**src/rtl/fetch_pkg.sv**
```systemverilog
// Types and constants shared by the instruction fetch path and its queues.
package fetch_pkg;

  localparam int XLEN   = 32;
  localparam int INST_W = 32;
  localparam logic [XLEN-1:0] PC_INC = 32'd4;

  typedef enum logic {
    FETCH = 1'b0,
    END   = 1'b1
  } fetch_state_t;

  typedef struct packed {
    logic [XLEN-1:0]   pc;
    logic [INST_W-1:0] inst;
  } ifq_entry_t;

  // Redirect targets are forced onto a word boundary; low bits are dropped.
  function automatic logic [XLEN-1:0] align_pc(input logic [XLEN-1:0] addr);
    return {addr[XLEN-1:2], 2'b00};
  endfunction

endpackage

```
**src/rtl/fetch_controller_if.sv**
```systemverilog
// Fetch-side bus: instruction memory port, redirect input and decode handshake.
interface fetch_controller_if #(
  parameter int IFQ_DEPTH = 4
);
  import fetch_pkg::*;

  localparam int OCC_W = $clog2(IFQ_DEPTH + 1);

  logic [XLEN-1:0]   imem_pc;
  logic [INST_W-1:0] imem_inst;
  logic              redirect_valid;
  logic [XLEN-1:0]   redirect_pc;
  logic              deq_valid;
  logic              deq_ready;
  logic [XLEN-1:0]   deq_pc;
  logic [INST_W-1:0] deq_inst;
  logic [OCC_W-1:0]  occupancy;
  logic              halted;

  modport master (
    output imem_pc,
    input  imem_inst,
    input  redirect_valid,
    input  redirect_pc,
    output deq_valid,
    input  deq_ready,
    output deq_pc,
    output deq_inst,
    output occupancy,
    output halted
  );

  modport slave (
    input  imem_pc,
    output imem_inst,
    output redirect_valid,
    output redirect_pc,
    input  deq_valid,
    output deq_ready,
    input  deq_pc,
    input  deq_inst,
    input  occupancy,
    input  halted
  );

endinterface

```
**src/rtl/fetch_queue.sv**
```systemverilog
// Synchronous FIFO of {pc, inst} entries; flush empties it and beats a same-cycle push.
module fetch_queue
  import fetch_pkg::*;
#(
  parameter int DEPTH = 4,
  localparam int PTR_W = $clog2(DEPTH),
  localparam int CNT_W = $clog2(DEPTH + 1)
) (
  input  logic             clk,
  input  logic             reset,
  input  logic             push_i,
  input  ifq_entry_t       push_data_i,
  input  logic             pop_i,
  input  logic             flush_i,
  output ifq_entry_t       head_o,
  output logic             full_o,
  output logic             empty_o,
  output logic [CNT_W-1:0] count_o
);

  ifq_entry_t       mem_q [DEPTH];
  logic [PTR_W-1:0] wr_ptr_q, wr_ptr_d;
  logic [PTR_W-1:0] rd_ptr_q, rd_ptr_d;
  logic [CNT_W-1:0] count_q, count_d;
  logic             do_push;
  logic             do_pop;

  assign full_o  = (count_q == CNT_W'(DEPTH));
  assign empty_o = (count_q == '0);
  assign do_pop  = pop_i && !empty_o;
  // A pop frees a slot in the same cycle, so a full queue may still accept.
  assign do_push = push_i && (!full_o || do_pop);

  always_comb begin
    wr_ptr_d = wr_ptr_q;
    rd_ptr_d = rd_ptr_q;
    count_d  = count_q;
    if (flush_i) begin
      wr_ptr_d = '0;
      rd_ptr_d = '0;
      count_d  = '0;
    end else begin
      if (do_push) begin
        wr_ptr_d = wr_ptr_q + PTR_W'(1);
      end
      if (do_pop) begin
        rd_ptr_d = rd_ptr_q + PTR_W'(1);
      end
      if (do_push && !do_pop) begin
        count_d = count_q + CNT_W'(1);
      end else if (do_pop && !do_push) begin
        count_d = count_q - CNT_W'(1);
      end
    end
  end

  always_ff @(posedge clk) begin
    if (reset) begin
      wr_ptr_q <= '0;
      rd_ptr_q <= '0;
      count_q  <= '0;
    end else begin
      wr_ptr_q <= wr_ptr_d;
      rd_ptr_q <= rd_ptr_d;
      count_q  <= count_d;
    end
  end

  always_ff @(posedge clk) begin
    if (do_push && !flush_i && !reset) begin
      mem_q[wr_ptr_q] <= push_data_i;
    end
  end

  // Storage is not reset, so an empty queue presents zeros rather than stale data.
  assign head_o  = empty_o ? '0 : mem_q[rd_ptr_q];
  assign count_o = count_q;

endmodule

```
**src/rtl/fetch_controller.sv**
```systemverilog
// Fetch PC owner: issues one word read per cycle into a small queue toward decode.
module fetch_controller
  import fetch_pkg::*;
#(
  parameter int              MEM_BYTES = 1024,
  parameter int              IFQ_DEPTH = 4,
  parameter logic [XLEN-1:0] RESET_PC  = 32'h0000_0000
) (
  input logic                clk,
  input logic                reset,
  fetch_controller_if.master bus
);

  localparam int              CNT_W   = $clog2(IFQ_DEPTH + 1);
  localparam logic [XLEN-1:0] LAST_PC = XLEN'(MEM_BYTES - 4);

  fetch_state_t     state_q, state_d;
  logic [XLEN-1:0]  pc_q, pc_d;
  logic [XLEN-1:0]  pc_inc;
  logic [XLEN-1:0]  redirect_target;
  logic             push;
  logic             pop;
  logic             q_full;
  logic             q_empty;
  ifq_entry_t       push_entry;
  ifq_entry_t       head;
  logic [CNT_W-1:0] count;

  assign pop             = !q_empty && bus.deq_ready;
  assign push            = (state_q == FETCH) && !bus.redirect_valid && (!q_full || pop);
  assign pc_inc          = pc_q + PC_INC;
  assign redirect_target = align_pc(bus.redirect_pc);
  assign push_entry      = '{pc: pc_q, inst: bus.imem_inst};

  always_comb begin
    state_d = state_q;
    pc_d    = pc_q;
    if (bus.redirect_valid) begin
      pc_d    = redirect_target;
      state_d = (redirect_target <= LAST_PC) ? FETCH : END;
    end else if (state_q == FETCH) begin
      if (push) begin
        pc_d = pc_inc;
      end
      // Stop once the next fetch would fall off the end of instruction memory.
      if ((pc_q > LAST_PC) || (push && (pc_inc > LAST_PC))) begin
        state_d = END;
      end
    end
  end

  always_ff @(posedge clk) begin
    if (reset) begin
      state_q <= FETCH;
      pc_q    <= RESET_PC;
    end else begin
      state_q <= state_d;
      pc_q    <= pc_d;
    end
  end

  fetch_queue #(
    .DEPTH (IFQ_DEPTH)
  ) u_ifq (
    .clk         (clk),
    .reset       (reset),
    .push_i      (push),
    .push_data_i (push_entry),
    .pop_i       (pop),
    .flush_i     (bus.redirect_valid),
    .head_o      (head),
    .full_o      (q_full),
    .empty_o     (q_empty),
    .count_o     (count)
  );

  assign bus.imem_pc   = pc_q;
  assign bus.deq_valid = !q_empty;
  assign bus.deq_pc    = head.pc;
  assign bus.deq_inst  = head.inst;
  assign bus.occupancy = count;
  assign bus.halted    = (state_q == END) && q_empty;

endmodule

```
**src/flat_wrapper.sv**
```systemverilog
// flat-port wrapper written by rule: the top's interface ports become plain ports
module fetch_controller_flat import fetch_pkg::*;
#(
  parameter int              MEM_BYTES = 1024,
  parameter int              IFQ_DEPTH = 4,
  parameter logic [XLEN-1:0] RESET_PC  = 32'h0000_0000
)
  (clk, reset, bus_imem_pc, bus_imem_inst, bus_redirect_valid, bus_redirect_pc, bus_deq_valid, bus_deq_ready, bus_deq_pc, bus_deq_inst, bus_occupancy, bus_halted);
  fetch_controller_if #(.IFQ_DEPTH(IFQ_DEPTH)) bus_i ();
  input logic clk;
  input logic reset;
  output wire logic [$bits(bus_i.imem_pc)-1:0] bus_imem_pc;
  input wire logic [$bits(bus_i.imem_inst)-1:0] bus_imem_inst;
  input wire logic [$bits(bus_i.redirect_valid)-1:0] bus_redirect_valid;
  input wire logic [$bits(bus_i.redirect_pc)-1:0] bus_redirect_pc;
  output wire logic [$bits(bus_i.deq_valid)-1:0] bus_deq_valid;
  input wire logic [$bits(bus_i.deq_ready)-1:0] bus_deq_ready;
  output wire logic [$bits(bus_i.deq_pc)-1:0] bus_deq_pc;
  output wire logic [$bits(bus_i.deq_inst)-1:0] bus_deq_inst;
  output wire logic [$bits(bus_i.occupancy)-1:0] bus_occupancy;
  output wire logic [$bits(bus_i.halted)-1:0] bus_halted;
  assign bus_imem_pc = bus_i.imem_pc;
  assign bus_i.imem_inst = bus_imem_inst;
  assign bus_i.redirect_valid = bus_redirect_valid;
  assign bus_i.redirect_pc = bus_redirect_pc;
  assign bus_deq_valid = bus_i.deq_valid;
  assign bus_i.deq_ready = bus_deq_ready;
  assign bus_deq_pc = bus_i.deq_pc;
  assign bus_deq_inst = bus_i.deq_inst;
  assign bus_occupancy = bus_i.occupancy;
  assign bus_halted = bus_i.halted;
  fetch_controller #(.MEM_BYTES(MEM_BYTES), .IFQ_DEPTH(IFQ_DEPTH), .RESET_PC(RESET_PC)) u_core (.clk(clk), .reset(reset), .bus(bus_i));
endmodule
```
**config.mk**
```make
export PLATFORM = sky130hd
export DESIGN_NAME = fetch_controller_flat
export DESIGN_NICKNAME = d
export VERILOG_FILES = /design/src/rtl/fetch_pkg.sv /design/src/rtl/fetch_controller_if.sv /design/src/rtl/fetch_queue.sv /design/src/rtl/fetch_controller.sv /design/src/flat_wrapper.sv
export SDC_FILE = /design/constraint.sdc
export NUM_CORES = 1
export LEC_CHECK = 0
export CAP_MARGIN = 20
export CORE_UTILIZATION = 50
export CTS_CLUSTER_SIZE = 14
export DETAILED_ROUTE_END_ITERATION = 10
export PLACE_DENSITY = 0.77
export SLEW_MARGIN = 20
export SYNTH_ARGS = -nofsm -noshare
export SYNTH_HDL_FRONTEND = slang
export SYNTH_HIERARCHICAL = 1
export SYNTH_SLANG_ARGS = --single-unit
```
**constraint.sdc**
```tcl
create_clock -name clk -period 4.5 [get_ports clk]
set_clock_uncertainty 0.05 [all_clocks]
set_input_delay 1.35 -clock clk [delete_from_list [all_inputs] [get_ports clk]]
set_output_delay 1.35 -clock clk [all_outputs]
set_load 0.005 [all_outputs]
```
==> qor.csv <==
metric;value;unit
status;finished, final reports clean;
Top Ports;169;
most frequent cells in the layout;edfxtp_1 (256), clkdlybuf4s50_1 (164), mux4_2 (64), nor2b_1 (56), dfxtp_1 (38);
total wire length;25950;um
Syn Area/Cell;16.71;um2
CP Class;reg2out;
Max Cap Viol;0;
Reg2Reg Depth;11;
Sink Count;296;
antenna violations before repair;0;
Clk pin slew, worst setup/hold paths;0.06;ns
Seq cells post-synth;296;
CP max FO;23;
GRT Overall Usage;20.52;%
maximum VDD drop;0.2057;mV
layout cells sized above 1;14.01;%
Worst Setup Start Kind;register;
First-pass DRT Iterations;5;
Skew-Pair Late Insertion Delay;0.54;ns
hold slack;0.4707;ns
min cycle time layout;4.117;ns
HP Start;u_core/u_ifq/rd_ptr_q[1];
main flop type after synthesis;edfxtp_1;
Leakage;4.832;nW
Setup Fix Bufs, Post-CTS;0;
Seq/Total Area, Yosys;68.74;%
Hold Crit Class;reg2reg;
Ys Warns;6;
f_max;242.9;MHz
CTS max path bufs;3;
CP required;3.10;ns
Final HPWL DP;15570;um
final setup fails;0;
mapped cell area;12350;um2
Clock Tree Root;clkbuf_16;
WHS Path Cells;2;
post-cts sizing count;0;
die area;25330;um2
largest net degree at the start of global routing;69;
cts bufs inserted;29;
Tightest Pin Transition;1.058;ns
crit path DAT;2.72;ns
Worst R2R Start;u_core/u_ifq/count_o[0];
top post-synthesis cells by area;edfxtp_1 (62%), mux4_2 (12%), dfxtp_1 (6.5%), nor2b_1 (2.8%), a311oi_1 (0.99%);
nets;988;
post-route cell area;15290;um2
setup TNS;0;ns
die width;159.2;um
area share of the largest cell type after synthesis;62.26;%
final hold vios;0;
row count;57;
Netlist cell types;62;
n_diodes;0;
Final ANT Viol Nets;0;
Max Slew Vio Count;0;
Avg WL per Cell;20.61;um
via count;7256;
number of vias per cell;5.763;
CTS H-tree lvls;1;
post-route setup slack;0.3825;ns
Core ar.;24250;um2
drt drc;0;
first-pass GRT wire length;40410;um
crit end category;primary output;
leading area contributor after synthesis;edfxtp_1;
async set-reset flop share out of synthesis;0;%
synth-to-layout area growth;23.83;%
R2R Setup Slk;1.72;ns
Starting Density;50.92;%
RSZ-0062 raised after global routing;no;
Port Buffer Count;164;
routability cong.;0.8752;
Die Ht;159.2;um
most common cell after layout, fill and taps aside;edfxtp_1;
CTS tree;built;
relative slew slack;29.45;%
Placement Setup Slack;0.6476;ns
final-layout fill cell count;1784;
Final Util;63.06;%
part of the cycle the worst path needs;91.50;%
r2r endpoint;u_core/u_ifq/count_o[2];
P per Cell Area;377.2;nW/um2
vias in the first global route;7108;
total grt overflow;0;
Post-CTS Hold Buffers;0;
Post-synth EDFFs;256;
dpl cell area;14380;um2
number of DRC markers in iteration 0;606;
Gate Count Post-Synth;739;
state kept, by name, indices dropped and copies added (netlist names), named ones only:
register / count
u_core/u_ifq/mem_q: 256
u_core/bus.imem_pc: 30
u_core/u_ifq/count_o: 3
u_core/u_ifq/rd_ptr_q: 2
u_core/u_ifq/wr_ptr_q: 2
u_core/state_q: 1
through the flow:
step / cells / power (mW)
after floorplan: 748 / 3.279
after global placement: 1205 / 3.530
after detailed placement: 1205 / 3.536
after CTS: 1259 / 5.817
after global routing: 1259 / 5.966
final: 1259 / 5.768
logic make-up after synthesis:
group | synth area share [%]
buf+inv | 2.553
simple gates | 10.13
xor+xnor | 0.7093
compound gates | 5.208
other cells | 0.03037
flops | 68.74
mux | 11.75
fa+ha+maj | 0.8714
critical path, cell delays in order (launching register included):
cell and delay [ns]:
dfxtp_4 0.68, buf_12 0.29, mux4_2 0.53, nor2b_1 0.15, clkdlybuf4s50_1 0.50
synthesized netlist by cell type (10+ instances only):
cell type,instances
inv_1,22
a311oi_1,14
mux4_2,64
nor2_1,32
nor4_1,15
clkbuf_1,23
and2b_1,12
edfxtp_1,256
a211oi_1,16
nand3_1,10
a21oi_1,13
dfxtp_1,40
nor2b_1,56
nor3_1,11
nand2_1,14
nand4_1,12
o31ai_1,10
power breakdown:
group / leakage [nW] / internal, mW / switching, mW / total, mW
clock network: 0.441 / 1.34 / 0.953 / 2.29
logic: 1.73 / 0.224 / 0.168 / 0.392
registers: 2.66 / 3.02 / 0.0666 / 3.09
final cells by class:
class                      count  area (um2)  area share [%]
clock buffer                  46       842.1           5.507
timing repair buffer         179        1792           11.72
clock inverter                 8       68.82          0.4500
sequential                   296        8496           55.56
tap                          324       405.4           2.651
multi-input combinational    383        3601           23.55
inverter                      23       86.33          0.5646
worst max path at each step:
stage	slack, ns	startpoint	cells after the start	end
2_1_floorplan	0.02	bus_deq_ready	6	u_core/u_ifq/mem_q[0][0]
3_3_place_gp	0.64	bus_redirect_valid	4	u_core/u_ifq/mem_q[0][29]
3_5_place_dp	0.65	bus_redirect_valid	4	u_core/u_ifq/mem_q[3][30]
4_1_cts	0.30	register	4	bus_deq_pc[14]
5_1_grt	0.19	register	4	bus_deq_pc[14]
6_report	0.38	register	4	bus_deq_pc[14]
layer usage:
| metal | up-vias | wire [um] | GRT usage (%) |
|---|---|---|---|
| met1 | 3609 | 11200 | 30.12 |
| met3 | 30 | 1986 | 3.022 |
| met5 | - | 0 | 0 |
| met2 | 320 | 12390 | 32.60 |
| met4 | 0 | 374 | 5.114 |
| li1 | 3297 | - | - |
No activity file was read; power rests on OpenSTA's default activity.
